--- config.mk ---
export PLATFORM = sky130hd
export DESIGN_NAME = morse_player
export DESIGN_NICKNAME = d
export VERILOG_FILES = /design/src/rtl/morse_player.sv
export SDC_FILE = /design/constraint.sdc
export NUM_CORES = 1
export LEC_CHECK = 0
export ABC_AREA = 0
export CAP_MARGIN = 10
export CORE_MARGIN = 1
export CORE_UTILIZATION = 35
export CTS_CLUSTER_SIZE = 40
export DETAILED_ROUTE_END_ITERATION = 7
export DONT_BUFFER_PORTS = 1
export PLACE_DENSITY = 0.62
export SLEW_MARGIN = 40
export SYNTH_ARGS = -nofsm -noshare
export SYNTH_HDL_FRONTEND = slang
export SYNTH_SLANG_ARGS = --single-unit
--- constraint.sdc ---
create_clock -name clock -period 2.1 [get_ports clock]
set_input_delay 0 -clock clock [delete_from_list [all_inputs] [get_ports clock]]
set_output_delay 0 -clock clock [all_outputs]
set_load 0.005 [all_outputs]
--- src/rtl/morse_player.sv ---
// rtl/morse_player.sv - plays a 10-bit morse word as a timed on/off LED/buzzer signal
// Optional feature macro: MORSE_PLAYER_LOOP_EN (adds loop input and WORD inter-pass gap state)
module morse_player #(
  parameter int DOT_TICKS      = 25000000,
  parameter int LINE_TICKS     = 75000000,
  parameter int GAP_TICKS      = 25000000,
  parameter int CNT_W          = 28
`ifdef MORSE_PLAYER_LOOP_EN
  , parameter int WORD_GAP_TICKS = 175000000
`endif
) (
  input  logic       clock,
  input  logic       resetn,
  input  logic       start,
  input  logic [9:0] code,
`ifdef MORSE_PLAYER_LOOP_EN
  input  logic       loop,
`endif
  output logic       signal_out,
  output logic       busy,
  output logic       done,
  output logic [1:0] symbol,
  output logic [2:0] sent
);

  typedef enum logic [2:0] {
    IDLE,
    LOAD,
    ON,
    GAP,
    DONE
`ifdef MORSE_PLAYER_LOOP_EN
    , WORD
`endif
  } state_t;

  state_t             state_q, state_d;
  logic [9:0]         shreg_q, shreg_d;
  logic [CNT_W-1:0]   cnt_q, cnt_d;
  logic [2:0]         sent_q, sent_d;
  logic               finish;
`ifdef MORSE_PLAYER_LOOP_EN
  logic [9:0]         code_q, code_d;
`endif

  // State, shift register, tick counter and symbol count; reset aborts playback
  always_ff @(posedge clock or negedge resetn) begin
    if (!resetn) begin
      state_q <= IDLE;
      shreg_q <= '0;
      cnt_q   <= '0;
      sent_q  <= '0;
`ifdef MORSE_PLAYER_LOOP_EN
      code_q  <= '0;
`endif
    end else begin
      state_q <= state_d;
      shreg_q <= shreg_d;
      cnt_q   <= cnt_d;
      sent_q  <= sent_d;
`ifdef MORSE_PLAYER_LOOP_EN
      code_q  <= code_d;
`endif
    end
  end

  // Next-state logic: decode the head symbol, time high/low phases, end or loop the word
  always_comb begin
    state_d = state_q;
    shreg_d = shreg_q;
    cnt_d   = cnt_q;
    sent_d  = sent_q;
    finish  = 1'b0;
`ifdef MORSE_PLAYER_LOOP_EN
    code_d  = code_q;
`endif
    case (state_q)
      IDLE: begin
        if (start) begin
          shreg_d = code;
          sent_d  = '0;
          cnt_d   = '0;
          state_d = LOAD;
`ifdef MORSE_PLAYER_LOOP_EN
          code_d  = code;
`endif
        end
      end
      LOAD: begin
        case (shreg_q[9:8])
          2'b01: begin state_d = ON; cnt_d = CNT_W'(DOT_TICKS - 1); end
          2'b11: begin state_d = ON; cnt_d = CNT_W'(LINE_TICKS - 1); end
          default: finish = 1'b1;
        endcase
      end
      ON: begin
        if (cnt_q == '0) begin
          state_d = GAP;
          cnt_d   = CNT_W'(GAP_TICKS - 1);
          shreg_d = {shreg_q[7:0], 2'b00};
          sent_d  = sent_q + 3'd1;
        end else begin
          cnt_d = cnt_q - 1'b1;
        end
      end
      GAP: begin
        if (cnt_q == '0) begin
          // A valid next symbol starts straight away; an end marker takes the LOAD path
          if (sent_q == 3'd5) begin
            finish = 1'b1;
          end else if (shreg_q[9:8] == 2'b01) begin
            state_d = ON;
            cnt_d   = CNT_W'(DOT_TICKS - 1);
          end else if (shreg_q[9:8] == 2'b11) begin
            state_d = ON;
            cnt_d   = CNT_W'(LINE_TICKS - 1);
          end else begin
            state_d = LOAD;
          end
        end else begin
          cnt_d = cnt_q - 1'b1;
        end
      end
      DONE: state_d = IDLE;
`ifdef MORSE_PLAYER_LOOP_EN
      WORD: begin
        if (cnt_q == '0) begin
          shreg_d = code_q;
          sent_d  = '0;
          state_d = LOAD;
        end else begin
          cnt_d = cnt_q - 1'b1;
        end
      end
`endif
      default: state_d = IDLE;
    endcase

    if (finish) begin
      state_d = DONE;
`ifdef MORSE_PLAYER_LOOP_EN
      if (loop) begin
        state_d = WORD;
        cnt_d   = CNT_W'(WORD_GAP_TICKS - 1);
      end
`endif
    end
  end

  assign signal_out = (state_q == ON);
  assign busy       = (state_q != IDLE);
  assign done       = (state_q == DONE);
  assign symbol     = (state_q == ON) ? shreg_q[9:8] : 2'b00;
  assign sent       = sent_q;

endmodule

==> results_tabular.tex, run 1 <==
\begin{tabular}{lr}
\hline
Metric & Value \\
\hline
\multicolumn{2}{l}{\textbf{STA}} \\
\quad Highest achievable clock rate & 424.0 MHz \\
\quad Worst relative slew slack & between 60\% and 70\% \\
\quad Final Cycle Share & 112.3\% \\
\quad Final count of negative-setup-slack endpoints & between 40 and 50 \\
\quad Layout Skew & about 0.0064 ns \\
\quad Final Max Slew Viols & 0 \\
\quad Pin slew with the least headroom to its limit & roughly 0.51 ns \\
\quad Worst Setup Slack, final & -0.2586 ns \\
\quad Hold Vio Cnt, Final & 0 \\
\quad Hold Slack & 0.1413 ns \\
\quad Setup repair after global routing missed its margin & yes \\
\quad Time the worst path needs with I/O delays and setup & 2.359 ns \\
\multicolumn{2}{l}{\textbf{Global route}} \\
\quad Via count of the first global-routing pass & 2611 \\
\quad First-pass GRT wire length & between 10 and 15 mm \\
\quad Largest net degree at the start of global routing & 45 \\
\quad GRT Overall Usage & about a fifth \\
\quad Congestion Overflow GR & 0 \\
\quad Number of antenna violations at the first check in global routing & 0 \\
\multicolumn{2}{l}{\textbf{Logic synthesis}} \\
\quad Share of the synthesized area in the top cell type & 41.92\% \\
\quad Async SR Flop Fraction & 100.0\% \\
\quad Post-synthesis instance total & 300 \\
\quad Post-synth net total & 317 \\
\quad Dominant cells by area after synthesis & dfrtp\_1, a21oi\_1, o21ai\_0 \\
\quad Most instantiated library cell after synthesis & dfrtp\_1 \\
\quad Warnings, synthesis & 0 \\
\quad Netlist area before placement & 0.002626 mm² \\
\quad \#FFs+latches synth & 44 \\
\quad Leading cell types by count after synthesis & dfrtp\_1, nand2\_1, a21oi\_1 \\
\quad Largest area contributor in the netlist & dfrtp\_1 \\
\quad Average cell area after synthesis & 8.754 µm² \\
\quad Top FF cell, synth & dfrtp\_1 \\
\quad Post-synth EDFFs & 0 \\
\quad Synth unique cells & between 50 and 60 \\
\quad Sequential area share after synthesis & 41.92\% \\
\multicolumn{2}{l}{\textbf{Floorplan}} \\
\quad Die Footprint & 0.007854 mm² \\
\quad Num rows & 31 \\
\quad Total I/O pin count & 21 \\
\quad Area inside the core boundary & 0.007253 mm² \\
\quad Die X & 88.63 µm \\
\quad Height of the die & a little under 90 µm \\
\quad Initial core utilization & 36.21\% \\
\multicolumn{2}{l}{\textbf{Job}} \\
\quad Reported max-cap violation count & 0 \\
\multicolumn{2}{l}{\textbf{Setup path}} \\
\quad Worst path slowest cell & or4\_4 \\
\quad Data arrival time at the worst-slack endpoint & approximately 2.6 ns \\
\quad Reg2Reg Depth & 7 \\
\quad Nature of the critical path endpoint & register \\
\quad Critical path buffer and inverter count & 1 \\
\quad Worst R2R End & cnt\_q[13]\$\_DFFE\_PN0P\_ \\
\quad Crit Path Class & register to register \\
\quad Critical path required time & approximately 2.3 ns \\
\quad Crit path cell chain & or4\_4 > or3\_4 > o31a\_4 > nor2\_8 > inv\_8 > a21o\_1 > a22o\_1 \\
\quad Category of cells accounting for the largest share of critical-path delay & simple AND/OR/NAND/NOR gates \\
\quad Top fanout value on the critical path & 15 \\
\quad Critical path's largest stage delay & 0.54 ns \\
\quad Worst R2R Start & cnt\_q[16]\$\_DFFE\_PN0P\_ \\
\quad Crit path launch type & register \\
\quad Reg2Reg Setup Slack & -0.26 ns \\
\multicolumn{2}{l}{\textbf{Min path}} \\
\quad HP Start & start \\
\quad Worst hold endpoint & sent[2]\$\_DFFE\_PN0P\_ \\
\quad Type of the worst min-delay path & input pin to register \\
\quad Cell depth of the worst min-delay path & 4 \\
\multicolumn{2}{l}{\textbf{Detailed routing}} \\
\quad Antenna viol nets, final & 0 \\
\quad Count of TritonRoute iterations in the first routing pass & 5 \\
\quad Detailed router's first-iteration violation count & 225 \\
\quad Routed length per instance & 15.92 µm \\
\quad Overall routed net length & 7.754 mm \\
\quad Routed vias/inst & 5.480 \\
\quad Drt drc & 0 \\
\quad Vias after detailed routing & around 2.7k \\
\multicolumn{2}{l}{\textbf{Placed design}} \\
\quad HPWL reported at the end of detailed placement & a little over 5 mm \\
\quad Port buffer count & 0 \\
\quad Cell Count Post-Placement & 455 \\
\quad Final estimated routing congestion in global placement & 0.9206 \\
\quad Worst slack, placed & -0.1968 ns \\
\multicolumn{2}{l}{\textbf{Power and ir drop}} \\
\quad Worst-case vdd ir drop & 0.6250 mV \\
\quad Power density over the cells & about 750 mW/mm² \\
\quad Power, Total & 2.883 mW \\
\quad Cell leakage power & about 1.7 nW \\
\multicolumn{2}{l}{\textbf{Layout}} \\
\quad Diode count & 0 \\
\quad Relative area change from synthesis to final layout & 46.59\% \\
\quad Final layout net count & 404 \\
\quad Finished Layout Cells & 487 \\
\quad Filler cell count & 660 \\
\quad Fraction of final layout cells sized beyond drive strength 1 & 36.86\% \\
\multicolumn{2}{l}{\textbf{Clocking}} \\
\quad Clock Tree Root & clkbuf\_8 \\
\quad CTS sink count & 44 \\
\quad CTS clk-pin slew, worst paths & 0.09 ns \\
\quad CTS tree & yes \\
\quad Clock latency of the later-clocked register in the worst-skew pair & between 0.3 and 0.4 ns \\
\quad CTS max path bufs & 2 \\
\quad Number of H-tree levels & 2 \\
\quad CTS buffer count & 5 \\
\multicolumn{2}{l}{\textbf{Outcome}} \\
\quad Violated checks & negative setup slack \\
\quad Result of the run & finished, violations left \\
\hline
\end{tabular}
[cells in the final DEF (no fill, tap or decap), drive strengths merged, types with 4 or more instances in the layout]
cell type / count
nand2: 29
nor2: 20
buf: 81
or3: 9
ha: 4
or4: 4
inv: 15
o21ai: 30
dfrtp: 44
nor3: 16
a21o: 10
nand3: 14
o31ai: 5
clkbuf: 6
a22o: 5
nor4: 7
o22ai: 8
dlygate4sd3: 11
a21oi: 25
[power by group]
part / leakage (nW) / internal [mW] / switching (mW)
combinational: 1.16 / 0.526 / 0.509
sequential: 0.513 / 1.02 / 0.157
clock: 0.0541 / 0.352 / 0.315
total: 1.73 / 1.90 / 0.980
[what timing repair did]
| action | 4_1_cts | 5_1_grt |
|---|---|---|
| setup endpoints to repair | 43 | 44 |
| pin swaps | 12 | 11 |
| hold buffers | 12 | 0 |
| resized for setup | 29 | 32 |
| cloned | 1 | 2 |
| buffers inserted | 5 | 4 |
| endpoints found under the hold margin | 54 | 0 |
[how the worst max path moves through the flow]
stage / start / endpoint / slack [ns] / depth (start not counted)
finish: cnt_q[16]$_DFFE_PN0P_ / cnt_q[13]$_DFFE_PN0P_ / -0.26 / 7
global route: cnt_q[16]$_DFFE_PN0P_ / cnt_q[17]$_DFFE_PN0P_ / -0.33 / 8
CTS: cnt_q[16]$_DFFE_PN0P_ / cnt_q[13]$_DFFE_PN0P_ / -0.19 / 7
detailed placement: cnt_q[0]$_DFFE_PN0P_ / cnt_q[13]$_DFFE_PN0P_ / -0.20 / 9
global placement: cnt_q[16]$_DFFE_PN0P_ / cnt_q[21]$_DFFE_PN0P_ / -0.20 / 7
floorplan: cnt_q[16]$_DFFE_PN0P_ / cnt_q[13]$_DFFE_PN0P_ / -0.17 / 7
[final cells by class]
| type | count | area [µm²] | area share, % |
|---|---|---|---|
| multi-input cells | 228 | 1600 | 41.57 |
| flip-flops and latches | 44 | 1101 | 28.60 |
| repair buffers | 93 | 849.6 | 22.07 |
| well taps | 99 | 123.9 | 3.217 |
| clock buffers | 5 | 68.82 | 1.787 |
| inverters | 15 | 63.81 | 1.657 |
| clock inverters | 3 | 42.54 | 1.105 |
[routing by layer]
metal	wire, µm	track usage, %	vias to the layer above	share of wire, %
li1	-	-	1294	-
met1	3415	28.21	1289	44
met2	3898	34.76	77	50
met3	332	3.265	9	4.3
met4	107	6.891	0	1.4
met5	0	0	-	0
[cell families after synthesis]
| group | count (synthesis) | share of synthesized area, % |
|---|---|---|
| muxes | 1 | 0.3811 |
| AOI/OAI and AO/OA | 105 | 26.25 |
| DFF | 44 | 41.92 |
| and+or+nand+nor | 118 | 24.54 |
| adders and majority gates | 4 | 1.906 |
| buffers and inverters | 28 | 5.003 |
[sequential cells by signal (all words and copies together), names as in the netlist]
name     flops
state_q      3
sent         3
cnt_q       28
shreg_q     10
[worst reg2reg max path, delay by kind of cell (launching register included)]
family | cells | cell delay, ns
AO/OA/AOI/OAI | 3 | 0.67
buffers and inverters | 1 | 0.08
flip-flops | 1 | 0.40
AND/OR/NAND/NOR | 3 | 1.10
[through the flow]
stage	setup TNS (ns)	cell area, µm²	utilization (%)
2_1_floorplan	-1.967	2684	-
3_3_place_gp	-3.233	3243	44.71
3_5_place_dp	-3.837	3243	44.71
4_1_cts	-5.099	3665	50.53
5_1_grt	-11.25	3850	53.08
6_report	-7.757	3850	53.08
Note: power is estimated with default switching activity, not from simulation.
==> run 2, diff against run 1 <==
--- a/config.mk
+++ b/config.mk
@@ -13,6 +13,7 @@
 export DETAILED_ROUTE_END_ITERATION = 7
 export DONT_BUFFER_PORTS = 1
 export PLACE_DENSITY = 0.62
+export SETUP_SLACK_MARGIN = 0.3
 export SLEW_MARGIN = 40
 export SYNTH_ARGS = -nofsm -noshare
 export SYNTH_HDL_FRONTEND = slang
==> results_tabular.tex, run 2 (synthesis gave the netlist of run 1 again) <==
\begin{tabular}{lr}
\hline
Metric & Value \\
\hline
\multicolumn{2}{l}{\textbf{Detailed routing}} \\
\quad Overall routed net length & 7.730 mm (-0.31\%) \\
\quad Count of TritonRoute iterations in the first routing pass & 4 (-1) \\
\quad Detailed router's first-iteration violation count & 157 (-30\%) \\
\quad Vias after detailed routing & 2654 (-0.56\%) \\
\quad Drt drc & 0 (unchanged) \\
\quad Antenna viol nets, final & 0 (unchanged) \\
\quad Routed length per instance & 15.97 µm (+0.31\%) \\
\quad Routed vias/inst & 5.483 (about the same) \\
\multicolumn{2}{l}{\textbf{Layout}} \\
\quad Fraction of final layout cells sized beyond drive strength 1 & 34.29\% (-2.6 points) \\
\quad Finished Layout Cells & 484 (-0.62\%) \\
\quad Relative area change from synthesis to final layout & 42.83\% \\
\quad Leading cell types in the layout, fill and taps excluded & buf\_4, dfrtp\_1, nand2\_1 \\
\quad Diode count & 0 (unchanged) \\
\quad Final layout net count & 401 (-0.74\%) \\
\quad Register containing the most flip-flops in the final layout & cnt\_q \\
\quad Most common cell after layout, fill and taps aside & buf\_4 \\
\quad Largest registers & cnt\_q x28, shreg\_q x10 \\
\quad Max FFs per register & 28 (unchanged) \\
\multicolumn{2}{l}{\textbf{Clocking}} \\
\quad Number of H-tree levels & 2 (unchanged) \\
\quad CTS sink count & 44 (unchanged) \\
\quad CTS buffer count & 5 (unchanged) \\
\quad CTS tree & yes \\
\quad CTS max path bufs & 2 (unchanged) \\
\quad CTS clk-pin slew, worst paths & 0.09 ns (about the same) \\
\quad Clock latency of the later-clocked register in the worst-skew pair & 0.30 ns (about the same) \\
\quad Clock Tree Root & clkbuf\_8 \\
\multicolumn{2}{l}{\textbf{Setup path}} \\
\quad Path length in cells of the critical path & 7 (unchanged) \\
\quad Critical path buffer and inverter count & 1 (unchanged) \\
\quad Crit Path Class & register to register \\
\quad Crit path launch type & register \\
\quad Data arrival time at the worst-slack endpoint & 2.52 ns (-0.04 ns) \\
\quad Category of cells accounting for the largest share of critical-path delay & simple AND/OR/NAND/NOR gates \\
\quad Nature of the critical path endpoint & register \\
\quad Reg2Reg Setup Slack & -0.23 ns (+0.03 ns) \\
\quad Critical path's largest stage delay & 0.53 ns (about the same) \\
\quad Worst R2R End & cnt\_q[19]\$\_DFFE\_PN0P\_ \\
\quad Critical path required time & 2.29 ns (about the same) \\
\quad Worst setup path endpoint & cnt\_q[19]\$\_DFFE\_PN0P\_ \\
\quad Top fanout value on the critical path & 18 (+3) \\
\quad Startpoint of the worst setup timing path & cnt\_q[16]\$\_DFFE\_PN0P\_ \\
\quad Worst path slowest cell & or4\_4 \\
\quad Crit path cell chain & or4\_4 > or3\_4 > o31a\_4 > nor2\_8 > inv\_8 > a21o\_1 > a22o\_1 \\
\quad Worst R2R Start & cnt\_q[16]\$\_DFFE\_PN0P\_ \\
\quad Reg2Reg Depth & 7 (unchanged) \\
\multicolumn{2}{l}{\textbf{STA}} \\
\quad Final Max Slew Viols & 0 (unchanged) \\
\quad Final Cycle Share & 110.9\% (-1.4 points) \\
\quad Final count of negative-setup-slack endpoints & 43 (-2.3\%) \\
\quad Hold Vio Cnt, Final & 0 (unchanged) \\
\quad Worst relative slew slack & 61.15\% (-4.5 points) \\
\quad Setup repair after global routing missed its margin & yes \\
\quad Highest achievable clock rate & 429.4 MHz (+1.3\%) \\
\quad Time the worst path needs with I/O delays and setup & 2.329 ns (-0.02986 ns) \\
\quad Layout Skew & 0.006226 ns (-0.0001552 ns) \\
\quad Pin slew with the least headroom to its limit & 0.5775 ns (+0.06270 ns) \\
\quad Worst Setup Slack, final & -0.2288 ns (+0.02986 ns) \\
\multicolumn{2}{l}{\textbf{Power and ir drop}} \\
\quad Worst-case vdd ir drop & 0.4047 mV (-35\%) \\
\quad Gate power share & 36.8\% (+0.9 points) \\
\quad Switching power & 1.007 mW (+2.7\%) \\
\quad Power density over the cells & 739.3 mW/mm² (-1.3\%) \\
\quad Net Sw Frac & 36.30\% (+2.3 points) \\
\quad Cell leakage power & 1.717 nW (-0.84\%) \\
\quad Cell-internal power & 1.767 mW (-7.1\%) \\
\quad Seq pwr share & 43.3\% (+2.3 points) \\
\quad Clock Power Share & 20.0\% (-3.1 points) \\
\multicolumn{2}{l}{\textbf{Floorplan}} \\
\quad Initial core utilization & 36.21\% (unchanged) \\
\quad Die X & 88.63 µm (unchanged) \\
\quad Num rows & 31 (unchanged) \\
\quad Area inside the core boundary & 0.007253 mm² (unchanged) \\
\quad Total I/O pin count & 21 (unchanged) \\
\quad Die Footprint & 0.007854 mm² (unchanged) \\
\quad Height of the die & 88.63 µm (unchanged) \\
\multicolumn{2}{l}{\textbf{Job}} \\
\quad Reported max-cap violation count & 0 (unchanged) \\
\multicolumn{2}{l}{\textbf{Placed design}} \\
\quad Final estimated routing congestion in global placement & 0.8323 (-9.6\%) \\
\quad HPWL reported at the end of detailed placement & 5.336 mm (+4.8\%) \\
\quad Port buffer count & 0 (unchanged) \\
\quad Worst slack, placed & -0.2252 ns (-0.02845 ns) \\
\quad Cell Count Post-Placement & 457 (+0.44\%) \\
\multicolumn{2}{l}{\textbf{Global route}} \\
\quad GRT Overall Usage & 21.03\% (about the same) \\
\quad Via count of the first global-routing pass & 2626 (+0.57\%) \\
\quad Largest net degree at the start of global routing & 45 (unchanged) \\
\quad Congestion Overflow GR & 0 (unchanged) \\
\quad Number of antenna violations at the first check in global routing & 0 (unchanged) \\
\quad First-pass GRT wire length & 12.70 mm (+1.6\%) \\
\multicolumn{2}{l}{\textbf{Outcome}} \\
\quad Result of the run & finished, violations left \\
\quad Violated checks & negative setup slack \\
\multicolumn{2}{l}{\textbf{Min path}} \\
\quad Type of the worst min-delay path & input pin to register \\
\hline
\end{tabular}
## run 2: cell types whose count changed in the layout (fill, tap and decap cells not counted), sizes merged
cell      delta
clkinvlp     +1
bufinv       -1
buf          -3
## run 2: final cells by class
type                            instances  area (µm²)
Fill cell                             666        3502
Multi-Input combinational cell        228        1580
Inverter                               15       63.81
Tap cell                               99       123.9
Timing Repair Buffer                   90       788.3
Clock inverter                          3       23.77
Clock buffer                            5       68.82
Sequential cell                        44        1102
## run 2: how the worst min path moves through the flow
stage	from	end	slack, ns	cells past startpoint
final	start	sent[2]$_DFFE_PN0P_	0.15	4
after global routing	start	state_q[0]$_DFFE_PN0P_	0.21	4
after CTS	start	sent[2]$_DFFE_PN0P_	0.15	4
after detailed placement	resetn	cnt_q[20]$_DFFE_PN0P_	-0.29	0
after global placement	resetn	cnt_q[20]$_DFFE_PN0P_	-0.29	0
after floorplan	resetn	cnt_q[0]$_DFFE_PN0P_	-0.30	0
## run 2: worst min-delay path: cells and delay by family
family	cells	cell delay, ns
AO/OA/AOI/OAI	1	0.11
buffers and inverters	1	0.16
AND/OR/NAND/NOR	2	0.15
## run 2: metal layers
| layer | global-route usage, % | vias up | share of wire [%] |
|---|---|---|---|
| li1 | - | 1292 | - |
| met1 | 27.51 | 1285 | 43 |
| met2 | 35.24 | 69 | 51 |
| met3 | 4.198 | 8 | 4.9 |
| met4 | 6.158 | 0 | 0.71 |
| met5 | 0 | - | 0 |
## run 2: per-stage QoR
| step | setup TNS [ns] | hold WS (ns) | total power [mW] | instance area (µm²) | util, % |
|---|---|---|---|---|---|
| 6_report | -5.913 | 0.1523 | 2.773 | 3751 | 51.72 |
| 5_1_grt | -9.350 | 0.2070 | 2.973 | 3751 | 51.72 |
| 4_1_cts | -5.231 | 0.1458 | 2.738 | 3598 | 49.61 |
| 3_5_place_dp | -4.524 | -0.2945 | 2.103 | 3291 | 45.37 |
| 3_3_place_gp | -3.606 | -0.2947 | 2.068 | 3291 | 45.37 |
| 2_1_floorplan | -2.592 | -0.2956 | 1.671 | 2718 | - |
## run 2: repair_timing
action | in CTS | in global routing
pin swaps | 2 | 10
resized for setup | 23 | 24
gates cloned | 0 | 1
setup endpoints to repair | 44 | 45
hold buffers | 12 | 0
hold endpoints to repair | 54 | 0
buffers inserted | 3 | 3
## run 2: power by group through the flow
stage	sequential [mW]	combinational [mW]	clock, mW
after floorplan	1.22	0.451	0
after global placement	1.19	0.878	0
after detailed placement	1.20	0.902	0
after CTS	1.19	0.976	0.575
after global routing	1.23	1.13	0.611
final	1.20	1.02	0.554
